### src/rtl/mem_access_sequencer.sv
// External-access sequencer between the host side and the processor memories:
// burst LOAD, windowed READ and timed RUN commands over valid/ready handshakes.
module mem_access_sequencer #(
  parameter int ADDR_W  = 9,
  parameter int DATA_W  = 16,
  parameter int NUM_MEM = 2,
  parameter int MEM_LAT = 1,
  parameter int LEN_W   = 24,
  parameter int SEL_W   = (NUM_MEM > 1) ? $clog2(NUM_MEM) : 1
) (
  input  logic                      clock,
  input  logic                      rst_n,
  input  logic                      cmd_valid,
  output logic                      cmd_ready,
  input  logic [1:0]                cmd_op,
  input  logic [SEL_W-1:0]          cmd_sel,
  input  logic [ADDR_W-1:0]         cmd_addr,
  input  logic [LEN_W-1:0]          cmd_len,
  input  logic                      abort,
  input  logic                      wr_valid,
  output logic                      wr_ready,
  input  logic [DATA_W-1:0]         wr_data,
  output logic                      rd_valid,
  input  logic                      rd_ready,
  output logic [DATA_W-1:0]         rd_data,
  output logic [ADDR_W-1:0]         mem_addr,
  output logic [DATA_W-1:0]         mem_wdata,
  output logic [NUM_MEM-1:0]        mem_we,
  output logic [NUM_MEM-1:0]        mem_re,
  input  logic [NUM_MEM*DATA_W-1:0] mem_rdata,
  output logic                      proc_start,
  output logic                      busy,
  output logic                      done,
  output logic                      err
);

  localparam int SEL_N = 2 ** SEL_W;
  localparam int LAT_W = (MEM_LAT > 1) ? $clog2(MEM_LAT) : 1;
  // Bit k set when select value k names an existing memory.
  localparam logic [SEL_N-1:0] SEL_OK   = SEL_N'((1 << NUM_MEM) - 1);
  localparam logic [LAT_W-1:0] LAT_LAST = LAT_W'(MEM_LAT - 1);

  typedef enum logic [1:0] {
    OP_LOAD = 2'b00,
    OP_READ = 2'b01,
    OP_RUN  = 2'b10,
    OP_BAD  = 2'b11
  } op_e;

  typedef enum logic [2:0] {
    S_IDLE,
    S_LD_WAIT,
    S_LD_WRITE,
    S_RD_ISSUE,
    S_RD_WAIT,
    S_RD_OUT,
    S_RUN,
    S_DONE
  } state_e;

  state_e              state_q, state_d;
  logic [SEL_W-1:0]    sel_q;
  logic [ADDR_W-1:0]   addr_q;
  logic [LEN_W-1:0]    cnt_q;
  logic [DATA_W-1:0]   wdata_q;
  logic [DATA_W-1:0]   rdata_q;
  logic [LAT_W-1:0]    lat_q;
  logic                err_q;

  logic                accept;
  logic                illegal;
  logic                cnt_last;
  logic                lat_last;
  logic                live;
  logic [NUM_MEM-1:0]  sel_onehot;
  logic [DATA_W-1:0]   rdata_sel;

  assign cmd_ready  = (state_q == S_IDLE);
  assign accept     = cmd_valid & cmd_ready;
  assign illegal    = (cmd_op == OP_BAD) || (cmd_len == '0) ||
                      ((cmd_op != OP_RUN) && !SEL_OK[cmd_sel]);
  assign cnt_last   = (cnt_q == LEN_W'(1));
  assign lat_last   = (lat_q == LAT_LAST);
  assign sel_onehot = NUM_MEM'(1) << sel_q;
  assign rdata_sel  = mem_rdata[int'(sel_q)*DATA_W +: DATA_W];

  // NOTE: sequential state uses non-blocking assignments so every register
  // samples the pre-edge values and simulation order cannot change the result.
  always_ff @(posedge clock or negedge rst_n) begin
    if (!rst_n) state_q <= S_IDLE;
    else        state_q <= state_d;
  end

  // NOTE: state_d gets its default before the case, so no path leaves it
  // unassigned and no latch is inferred.
  always_comb begin
    state_d = state_q;
    unique case (state_q)
      S_IDLE: begin
        if (accept && !illegal) begin
          if (cmd_op == OP_LOAD)      state_d = S_LD_WAIT;
          else if (cmd_op == OP_READ) state_d = S_RD_ISSUE;
          else                        state_d = S_RUN;
        end
      end
      S_LD_WAIT:  if (wr_valid) state_d = S_LD_WRITE;
      S_LD_WRITE: state_d = cnt_last ? S_DONE : S_LD_WAIT;
      S_RD_ISSUE: state_d = S_RD_WAIT;
      S_RD_WAIT:  if (lat_last) state_d = S_RD_OUT;
      S_RD_OUT:   if (rd_ready) state_d = cnt_last ? S_DONE : S_RD_ISSUE;
      S_RUN:      if (cnt_last) state_d = S_DONE;
      S_DONE:     state_d = S_IDLE;
      default:    state_d = S_IDLE;
    endcase
    if (abort) state_d = S_IDLE;
  end

  always_ff @(posedge clock or negedge rst_n) begin
    if (!rst_n) begin
      sel_q   <= '0;
      addr_q  <= '0;
      cnt_q   <= '0;
      wdata_q <= '0;
      rdata_q <= '0;
      lat_q   <= '0;
      err_q   <= 1'b0;
    end else begin
      err_q <= accept & illegal;
      if (abort && state_q != S_IDLE) begin
        rdata_q <= '0;
      end else begin
        unique case (state_q)
          S_IDLE: begin
            if (accept && !illegal) begin
              sel_q  <= cmd_sel;
              addr_q <= cmd_addr;
              cnt_q  <= cmd_len;
            end
          end
          S_LD_WAIT: if (wr_valid) wdata_q <= wr_data;
          S_LD_WRITE: begin
            addr_q <= addr_q + ADDR_W'(1);
            cnt_q  <= cnt_q - LEN_W'(1);
          end
          S_RD_ISSUE: lat_q <= '0;
          S_RD_WAIT: begin
            lat_q <= lat_q + LAT_W'(1);
            if (lat_last) rdata_q <= rdata_sel;
          end
          S_RD_OUT: begin
            if (rd_ready) begin
              addr_q <= addr_q + ADDR_W'(1);
              cnt_q  <= cnt_q - LEN_W'(1);
            end
          end
          S_RUN: cnt_q <= cnt_q - LEN_W'(1);
          default: ;
        endcase
      end
    end
  end

  // Strobes decode from the state register; abort masks them in the same cycle.
  assign live       = ~abort;
  assign busy       = (state_q != S_IDLE);
  assign wr_ready   = live && (state_q == S_LD_WAIT);
  assign rd_valid   = live && (state_q == S_RD_OUT);
  assign proc_start = live && (state_q == S_RUN);
  assign done       = live && (state_q == S_DONE);
  assign mem_we     = (live && state_q == S_LD_WRITE) ? sel_onehot : '0;
  assign mem_re     = (live && state_q == S_RD_ISSUE) ? sel_onehot : '0;
  assign mem_addr   = addr_q;
  assign mem_wdata  = wdata_q;
  assign rd_data    = rdata_q;
  assign err        = err_q;

endmodule

### config.mk
export PLATFORM = sky130hd
export DESIGN_NAME = mem_access_sequencer
export DESIGN_NICKNAME = d
export VERILOG_FILES = /design/src/rtl/mem_access_sequencer.sv
export SDC_FILE = /design/constraint.sdc
export NUM_CORES = 1
export LEC_CHECK = 0
export CORE_MARGIN = 2
export CORE_UTILIZATION = 45
export DETAILED_ROUTE_END_ITERATION = 10
export PLACE_DENSITY = 0.83
export SYNTH_ARGS = -nofsm -noshare
export SYNTH_HDL_FRONTEND = slang
export SYNTH_SLANG_ARGS = --single-unit
### constraint.sdc
create_clock -name clock -period 6 [get_ports clock]
set_input_delay 0.9 -clock clock [delete_from_list [all_inputs] [get_ports clock]]
set_output_delay 0.9 -clock clock [all_outputs]
set_load 0.02 [all_outputs]
== Word-level counts from Yosys, hierarchy flattened ==
Index checks and enable logic that the tools add are counted.

* Output and inout bits: 52
* Input port bits: 90
* Word-level logic and storage cells: 90
* Register bits after elaboration: 71

* $lt $le $gt $ge: 1
* Eq/ne operators: 19
* Muxes and demuxes: 24
* Bitwise gates (word level): 4
* Add/subtract/negate cells: 3
* Shifts and indexed selects: 2
* Reductions and logical operators: 29

{| class="wikitable"
|+ Operator list
! operator !! count
|-
| $pmux W24 S3 || 1
|-
| $mux W16 || 3
|-
| $mux W24 || 2
|-
| $shiftx A32 B6 Y16 || 1
|-
| $mux W3 || 10
|-
| $pmux W9 S3 || 1
|-
| $eq A24 B1 Y1 const B || 1
|-
| $logic_not A24 Y1 || 1
|-
| $pmux W3 S8 || 1
|-
| $sub A24 B1 Y24 const B || 1
|-
| $mux W9 || 2
|-
| $eq A3 B3 Y1 const B || 4
|-
| $ne A3 B3 Y1 const B || 4
|-
| $add A9 B1 Y9 const B || 1
|-
| $logic_and A1 B1 Y1 || 9
|-
| $reduce_bool A3 Y1 || 3
|-
| $reduce_and A4 Y1 || 2
|-
| $eq A3 B2 Y1 const B || 2
|-
| $reduce_and A3 Y1 || 2
|-
| $reduce_and A5 Y1 || 1
|-
| $mux W2 || 2
|-
| $ne A2 B1 Y1 const B || 2
|-
| $ne A2 B2 Y1 const B || 2
|-
| $reduce_and A2 Y1 || 2
|-
| other kinds (17) || 22
|}

== Longest topological paths before layout ==
* Depth in word-level cells: 10
* Gate-level depth with buffers: 9
* Depth with buffers taken out: 6

== Least setup slack after synthesis ==
No wires, ideal clock.

* Kind: input port to output port
* Start point: in abort
* End point: out mem_re[0]
* Cell stages on the path: 4
* Setup slack: 3312 ps
* Arrival time: 1788 ps
* Required time: 5100 ps
* Buffers on the path: 1
* Path through: clkbuf_1 -> nor2_1 -> nand2_1 -> nor3_1

* Word-level cells in the longest chain between the ends: 3

{| class="wikitable"
|+ Ends and longest elaborated chain
! what !! RTL line !! source
|-
| start, declared || 19 || <nowiki>input logic abort,</nowiki>
|-
| $not A1 Y1 || 164 || <nowiki>assign live = ~abort;</nowiki>
|-
| $logic_and A1 B1 Y1 || 171 || <nowiki>assign mem_re = (live && state_q == S_RD_ISSUE) ? sel_onehot : '0;</nowiki>
|-
| $mux W2 || 171 ||
|-
| end, declared || 29 || <nowiki>output logic [NUM_MEM-1:0] mem_re,</nowiki>
|}

Every way passes these cells.

== Worst setup path after layout ==
* Start point: in abort
* End point: out proc_start

* Word-level cells in the longest chain between the ends: 2

{| class="wikitable"
|+ Ends and longest elaborated chain
! what !! RTL line !! source
|-
| $not A1 Y1 || 164 ||
|-
| $logic_and A1 B1 Y1 || 168 || <nowiki>assign proc_start = live && (state_q == S_RUN);</nowiki>
|-
| end, declared || 31 || <nowiki>output logic proc_start,</nowiki>
|}

Every way passes these cells.

==> results.sh <==
export IMPL_firstDrtPassIters=4
export IMPL_clock_sinks=71
export IMPL_min_delay_path_class="flip-flop to flip-flop"
export IMPL_synth_seq_area_share=0.428
export IMPL_dp_hpwl_um=8650
export IMPL_detailroute_via_count=4158
export IMPL_synth_largest_type_area_fraction=0.428
export IMPL_async_flop_share=1.00
export IMPL_gp_congestion=0.888
export IMPL_cts_repair_timing_setup_buffer_count=0
export IMPL_grt_use_total=0.236
export IMPL_totalNegativeSetupSlack_ns=0
export IMPL_wl_per_cell_um=17.2
export IMPL_post_synth_main_area_contributors="sky130_fd_sc_hd__dfrtp_1, sky130_fd_sc_hd__mux2_2, sky130_fd_sc_hd__mux2i_1"
export IMPL_worst_hold_path_startpoint="cnt_q[22]$_DFFE_PN0P_"
export IMPL_worst_r2r_startpoint="state_q[0]$_DFFE_PN0P_"
export IMPL_post_cts_resize_count=0
export IMPL_number_of_primary_i_o_pins=142
export IMPL_startpoint_type="input port"
export IMPL_cts_path_max_buffers=2
export IMPL_synthDominantAreaCellType="sky130_fd_sc_hd__dfrtp_1"
export IMPL_post_cts_hold_buffer_count=0
export IMPL_postSynthCellCount=454
export IMPL_final_setup_skew_ns=0.0131
export IMPL_max_slew_worst_pin_slew_ns=1.07
export IMPL_synth_avg_cell_area_um2=9.15
export IMPL_total_clock_buffers_created_by_cts=9
export IMPL_synthFlopType="sky130_fd_sc_hd__dfrtp_1"
export IMPL_grt_start_max_net_pins=72
export IMPL_worst_ir_drop_vdd_mv=0.216
export IMPL_critPathRequiredTime_ns=5.10
export IMPL_holdWs_ns=0.487
export IMPL_power_mw=2.94
export IMPL_fin_crit_sh=0.612
export IMPL_die_h_um=100
export IMPL_cts_root_buffer_cell="sky130_fd_sc_hd__clkbuf_8"
export IMPL_postRouteWirelength_um=12000
export IMPL_layout_nets=674
export IMPL_r2r_setup_slack_ns=3.32
export IMPL_post_layout_nonfiller_instances=697
export IMPL_std_cell_rows=35
export IMPL_grt_first_pass_wirelength_um=19100
export IMPL_worst_r2r_cell_count=5
export IMPL_starting_density_of_the_core=0.456
export IMPL_fin_crit_ns=3.67
export IMPL_antenna_viol_nets_final=0
export IMPL_synth_most_common_cell="sky130_fd_sc_hd__dfrtp_1"
export IMPL_yosysWarnings=0
export IMPL_h_tree_depth=3
export IMPL_finalSetupViolations=0
export IMPL_grt_pass1_vias=3928
export IMPL_synth_cell_type_count=56
export IMPL_rr_endpoint="mem_addr[1]$_DFFE_PN0P_"
export IMPL_portBuffers=141
export IMPL_drive_gt1_frac=0.0887
export IMPL_insertion_delay_ns=0.36
export IMPL_yosys_register_bits=71
export IMPL_drv_cap=0
export IMPL_areaGrowthSynthToFinish_pct=38.9
export IMPL_report_final_slew_viol_count=0
export IMPL_timing_worst_setup_path_type="input port to primary output"
export IMPL_viasPerCell=5.97
export IMPL_run_status="complete, no violations"
export IMPL_placed_cells=681
export IMPL_hold_path_end="cnt_q[22]$_DFFE_PN0P_"
export IMPL_synth_edf_count=0
export IMPL_mappedNetlistArea_um2=4150
export IMPL_worstPathMaxFanout=12
export IMPL_power_static_leakage_nw=2.29
export IMPL_tritoncts_clock_tree="yes"
export IMPL_design_core_area_um2=9110
export IMPL_maximum_clock_frequency_ghz=0.272
export IMPL_unrepaired_setup_endpoints_after_global_routing="false"
export IMPL_crit_path_end_kind="primary output"
export IMPL_yosys_top_cells_count="sky130_fd_sc_hd__dfrtp_1, sky130_fd_sc_hd__nand2_1, sky130_fd_sc_hd__o21ai_0"
export IMPL_hold_path_depth=1
export IMPL_die_footprint_um2=10000
export IMPL_finalHoldViolCount=0
export IMPL_drt_first_iter_violations=211
export IMPL_slew_headroom=0.279
export IMPL_die_extent_in_x_um=100
export IMPL_cts_clk_slew_worst_paths_ns=0.08
export IMPL_antenna_diode_count=0
export IMPL_postSynthNetCount=547
export IMPL_critical_path_at_ns=2.77
export IMPL_pwr_density_cell_nw_per_um2=509
export IMPL_globalRoute_totalOverflow=0
export IMPL_grt_antenna_before_repair=0
export IMPL_route_detailed_drc=0
==> critical path: stages <==
cell and delay, ns:
sky130_fd_sc_hd__clkdlybuf4s50_1 0.63, sky130_fd_sc_hd__nand2b_1 0.38, sky130_fd_sc_hd__nor2_1 0.19, sky130_fd_sc_hd__clkdlybuf4s50_1 0.66
==> stage by stage <==
step,instance area (um^2),utilization,setup WS (ns)
2_1_floorplan,4150,-,3.31
3_3_place_gp,5590,0.613,2.36
3_5_place_dp,5590,0.613,2.34
4_1_cts,5770,0.634,2.33
5_1_grt,5770,0.634,2.24
6_report,5770,0.634,2.33
==> layout make-up <==
cell class                      instances  area [um^2]
Fill cell                             768         3340
Tap cell                              111          139
Sequential cell                        71         1780
Timing Repair Buffer                  147         1450
Inverter                               12         45.0
Multi-Input combinational cell        340         2170
Clock inverter                          7         61.3
Clock buffer                            9          124
==> registers in the layout, summed over array words and instances (netlist names) <==
name,cells
rd_data,16
state_q,3
sel_q,1
lat_q,1
err,1
mem_addr,9
mem_wdata,16
cnt_q,24
==> where the power goes <==
part | switching [mW] | internal, mW
Clock | 0.215 | 0.158
Combinational | 0.857 | 0.752
Sequential | 0.255 | 0.703
Total | 1.33 | 1.61
==> cell families after synthesis <==
kind of cell             synth area share
multiplexers                       0.0949
AO/OA/AOI/OAI                       0.227
adder cells (fa/ha/maj)           0.00904
flip-flops                          0.428
buffers and inverters              0.0488
AND/OR/NAND/NOR                     0.192
==> worst max-delay path by stage <==
stage | start | endpoint | slack, ns | depth (start not counted)
6_report | abort | proc_start | 2.33 | 4
5_1_grt | abort | mem_re[0] | 2.24 | 5
4_1_cts | abort | proc_start | 2.33 | 4
3_5_place_dp | abort | proc_start | 2.34 | 4
3_3_place_gp | abort | proc_start | 2.36 | 4
2_1_floorplan | abort | mem_re[0] | 3.31 | 4
==> per-layer routing <==
layer / part of all wire / vias to the layer above / track usage / wire, um
met1: 0.41 / 1947 / 0.313 / 4940
met5: 0 / - / 0 / 0
li1: - / 1958 / - / -
met3: 0.099 / 20 / 0.0460 / 1180
met2: 0.47 / 233 / 0.389 / 5630
met4: 0.018 / 0 / 0.0822 / 221
==> layout by cell type, fill, tap and decap left out, drive strengths merged, types with 17 or more instances in the layout <==
| cell | instances |
|---|---|
| mux2 | 19 |
| o21ai | 37 |
| mux2i | 18 |
| a21oi | 23 |
| clkdlybuf4s50 | 140 |
| o2bb2ai | 17 |
| nor2 | 33 |
| nand2 | 44 |
| nor4 | 18 |
| nor3 | 21 |
| o22ai | 21 |
| dfrtp | 71 |
No activity file was read; power rests on OpenSTA's default activity.
==> variant (same settings) <==
The parameter `NUM_MEM` goes from 2 to 1.
--- a/src/rtl/mem_access_sequencer.sv
+++ b/src/rtl/mem_access_sequencer.sv
@@ -5,3 +5,3 @@
   parameter int DATA_W  = 16,
-  parameter int NUM_MEM = 2,
+  parameter int NUM_MEM = 1,
   parameter int MEM_LAT = 1,
Interface: changed (resized mem_rdata, mem_re and mem_we); port bits go from 142 to 124. The function was not compared with the original's and may differ.
==> variant against the unedited design <==
- sequential power is 1% lower
- power is 7.7% lower
- critical endpoint is now wr_ready
- worst hold slack better by 0.018 ns
- cell area is 6.9% lower
- sequential cell count stayed put
- worst setup slack better by 0.066 ns
- cell count is 7.9% lower
- clock skew hardly changed
- wire length is 8.3% lower
- area after synthesis is 4.8% lower
==> variant: results <==
metrics = {
    "route": {
        "viasPerCell": 6.02,
        "postRouteWirelength_mm": 11.0,
        "drtIter0Drc": 228,
        "drtPass1Iterations": 5,
    },
    "place": {
        "portBuffers": 123,
        "gp_congestion": 0.887,
        "dpl_worst_slack_ns": 2.26,
        "dpl.hpwl_mm": 7.70,
    },
    "finish": {
        "drive_gt1_share_pct": 9.74,
        "fin_nets": 607,
        "largest_reg_flops": 24,
    },
    "timing": {
        "fin_ws_ns": 2.39,
        "skew_ns": 0.0130,
        "setup_violations": 0,
        "max_slew_margin_pct": 28.4,
    },
    "synthesis": {
        "synth_area_leaders": "dfrtp_1 45%, a22o_1 5.3%, mux2_2 5.1%, a21oi_1 3.9%, nand2_1 3.8%",
        "seq_area_frac_synth_pct": 44.9,
        "synth_commonest_cells": "71 x dfrtp_1, 40 x nand2_1, 37 x nor2_1",
        "synth_nets": 496,
        "synth.distinct_cells": 61,
    },
    "clock_tree": {
        "clock_latency_ns": 0.35,
        "numCtsBuffers": 9,
        "path_clk_slew_ns": 0.07,
        "htree_levels": 3,
    },
    "setup_path": {
        "cp_max_fo": 15,
        "worst-endpoint-arrival_ns": 2.71,
        "reg2reg_setup_slack_ns": 3.08,
        "reg2reg_from": "state_q[2]",
    },
    "power_and_ir_drop": {
        "ir_drop_mv": 0.252,
        "p_leak_nw": 2.16,
    },
    "global_route": {
        "grt_pass1_wl_mm": 18.6,
        "grt_pass1_vias": 3835,
        "grtUsageTotal_pct": 23.7,
    },
    "worst_hold_path": {
        "worstHoldPathType": "reg -> reg",
        "worstHoldStart": "rd_data[0]",
    },
    "outcome": {
        "status": "completed",
    },
}
## variant: cell count changes in the layout (fill, tap and decap cells not counted), moves of 8 or more
cell             unedited run  this run
o21ai_0                    33        19
o2bb2ai_1                  17         2
nor3_1                     21         9
o22a_1                      0        13
clkdlybuf4s50_1           140       122
a22oi_1                    13         5
a21oi_1                    22        31
a22o_1                      5        24
mux2i_1                    18         2
o22ai_1                    21        10
a31oi_1                     1        11
## variant: per-stage QoR
step / cell area (µm²) / instances / hold WS (ns)
CTS: 5370 / 642 / 0.511
finish: 5370 / 642 / 0.505
global route: 5370 / 642 / 0.518
detailed placement: 5210 / 627 / 0.492
floorplan: 3960 / 419 / 0.460
global placement: 5210 / 627 / 0.483
## variant: cell type report
cell class                 count  area, µm²
clock inverter                 6       38.8
multi-input combinational    309       2000
inverter                      13       48.8
timing repair buffer         126       1250
clock buffer                   9        124
fill                         708       3260
sequential                    71       1780
tap                          108        135
## variant: layer usage
metal / global-route usage, % / wire [µm]
met2: 37.3 / 5320
met4: 11.2 / 282
met1: 30.7 / 4480
met3: 6.44 / 890
met5: 0 / 0
## variant: critical path, cell delays in order
cell and delay, ns:
clkdlybuf4s50_1 0.66, nor3_1 0.46, clkdlybuf4s50_1 0.69
## variant: path summary, 6_finish.rpt
kind	cells past startpoint	endpoint
max reg2reg	6	cnt_q[1]
min in group asynchronous	2	cnt_q[22]
max	3	wr_ready
min reg2reg	1	rd_data[0]
min	1	rd_data[0]
max in group asynchronous	2	mem_addr[1]
## variant: cell families (layout without fill, tap and decap cells)
kind of cell,after synthesis,in the layout,synth area share (%)
multiplexers,20,20,5.63
AO/OA/AOI/OAI,150,150,26.3
AND/OR/NAND/NOR,136,136,17.6
buffers and inverters,39,154,4.56
adder cells (fa/ha/maj),3,3,0.949
flip-flops,71,71,44.9
## variant: power breakdown
group | total, mW | switching, mW | internal, mW
combinational | 1.44 | 0.766 | 0.670
clock | 0.330 | 0.184 | 0.146
sequential | 0.947 | 0.235 | 0.712
total | 2.71 | 1.19 | 1.53
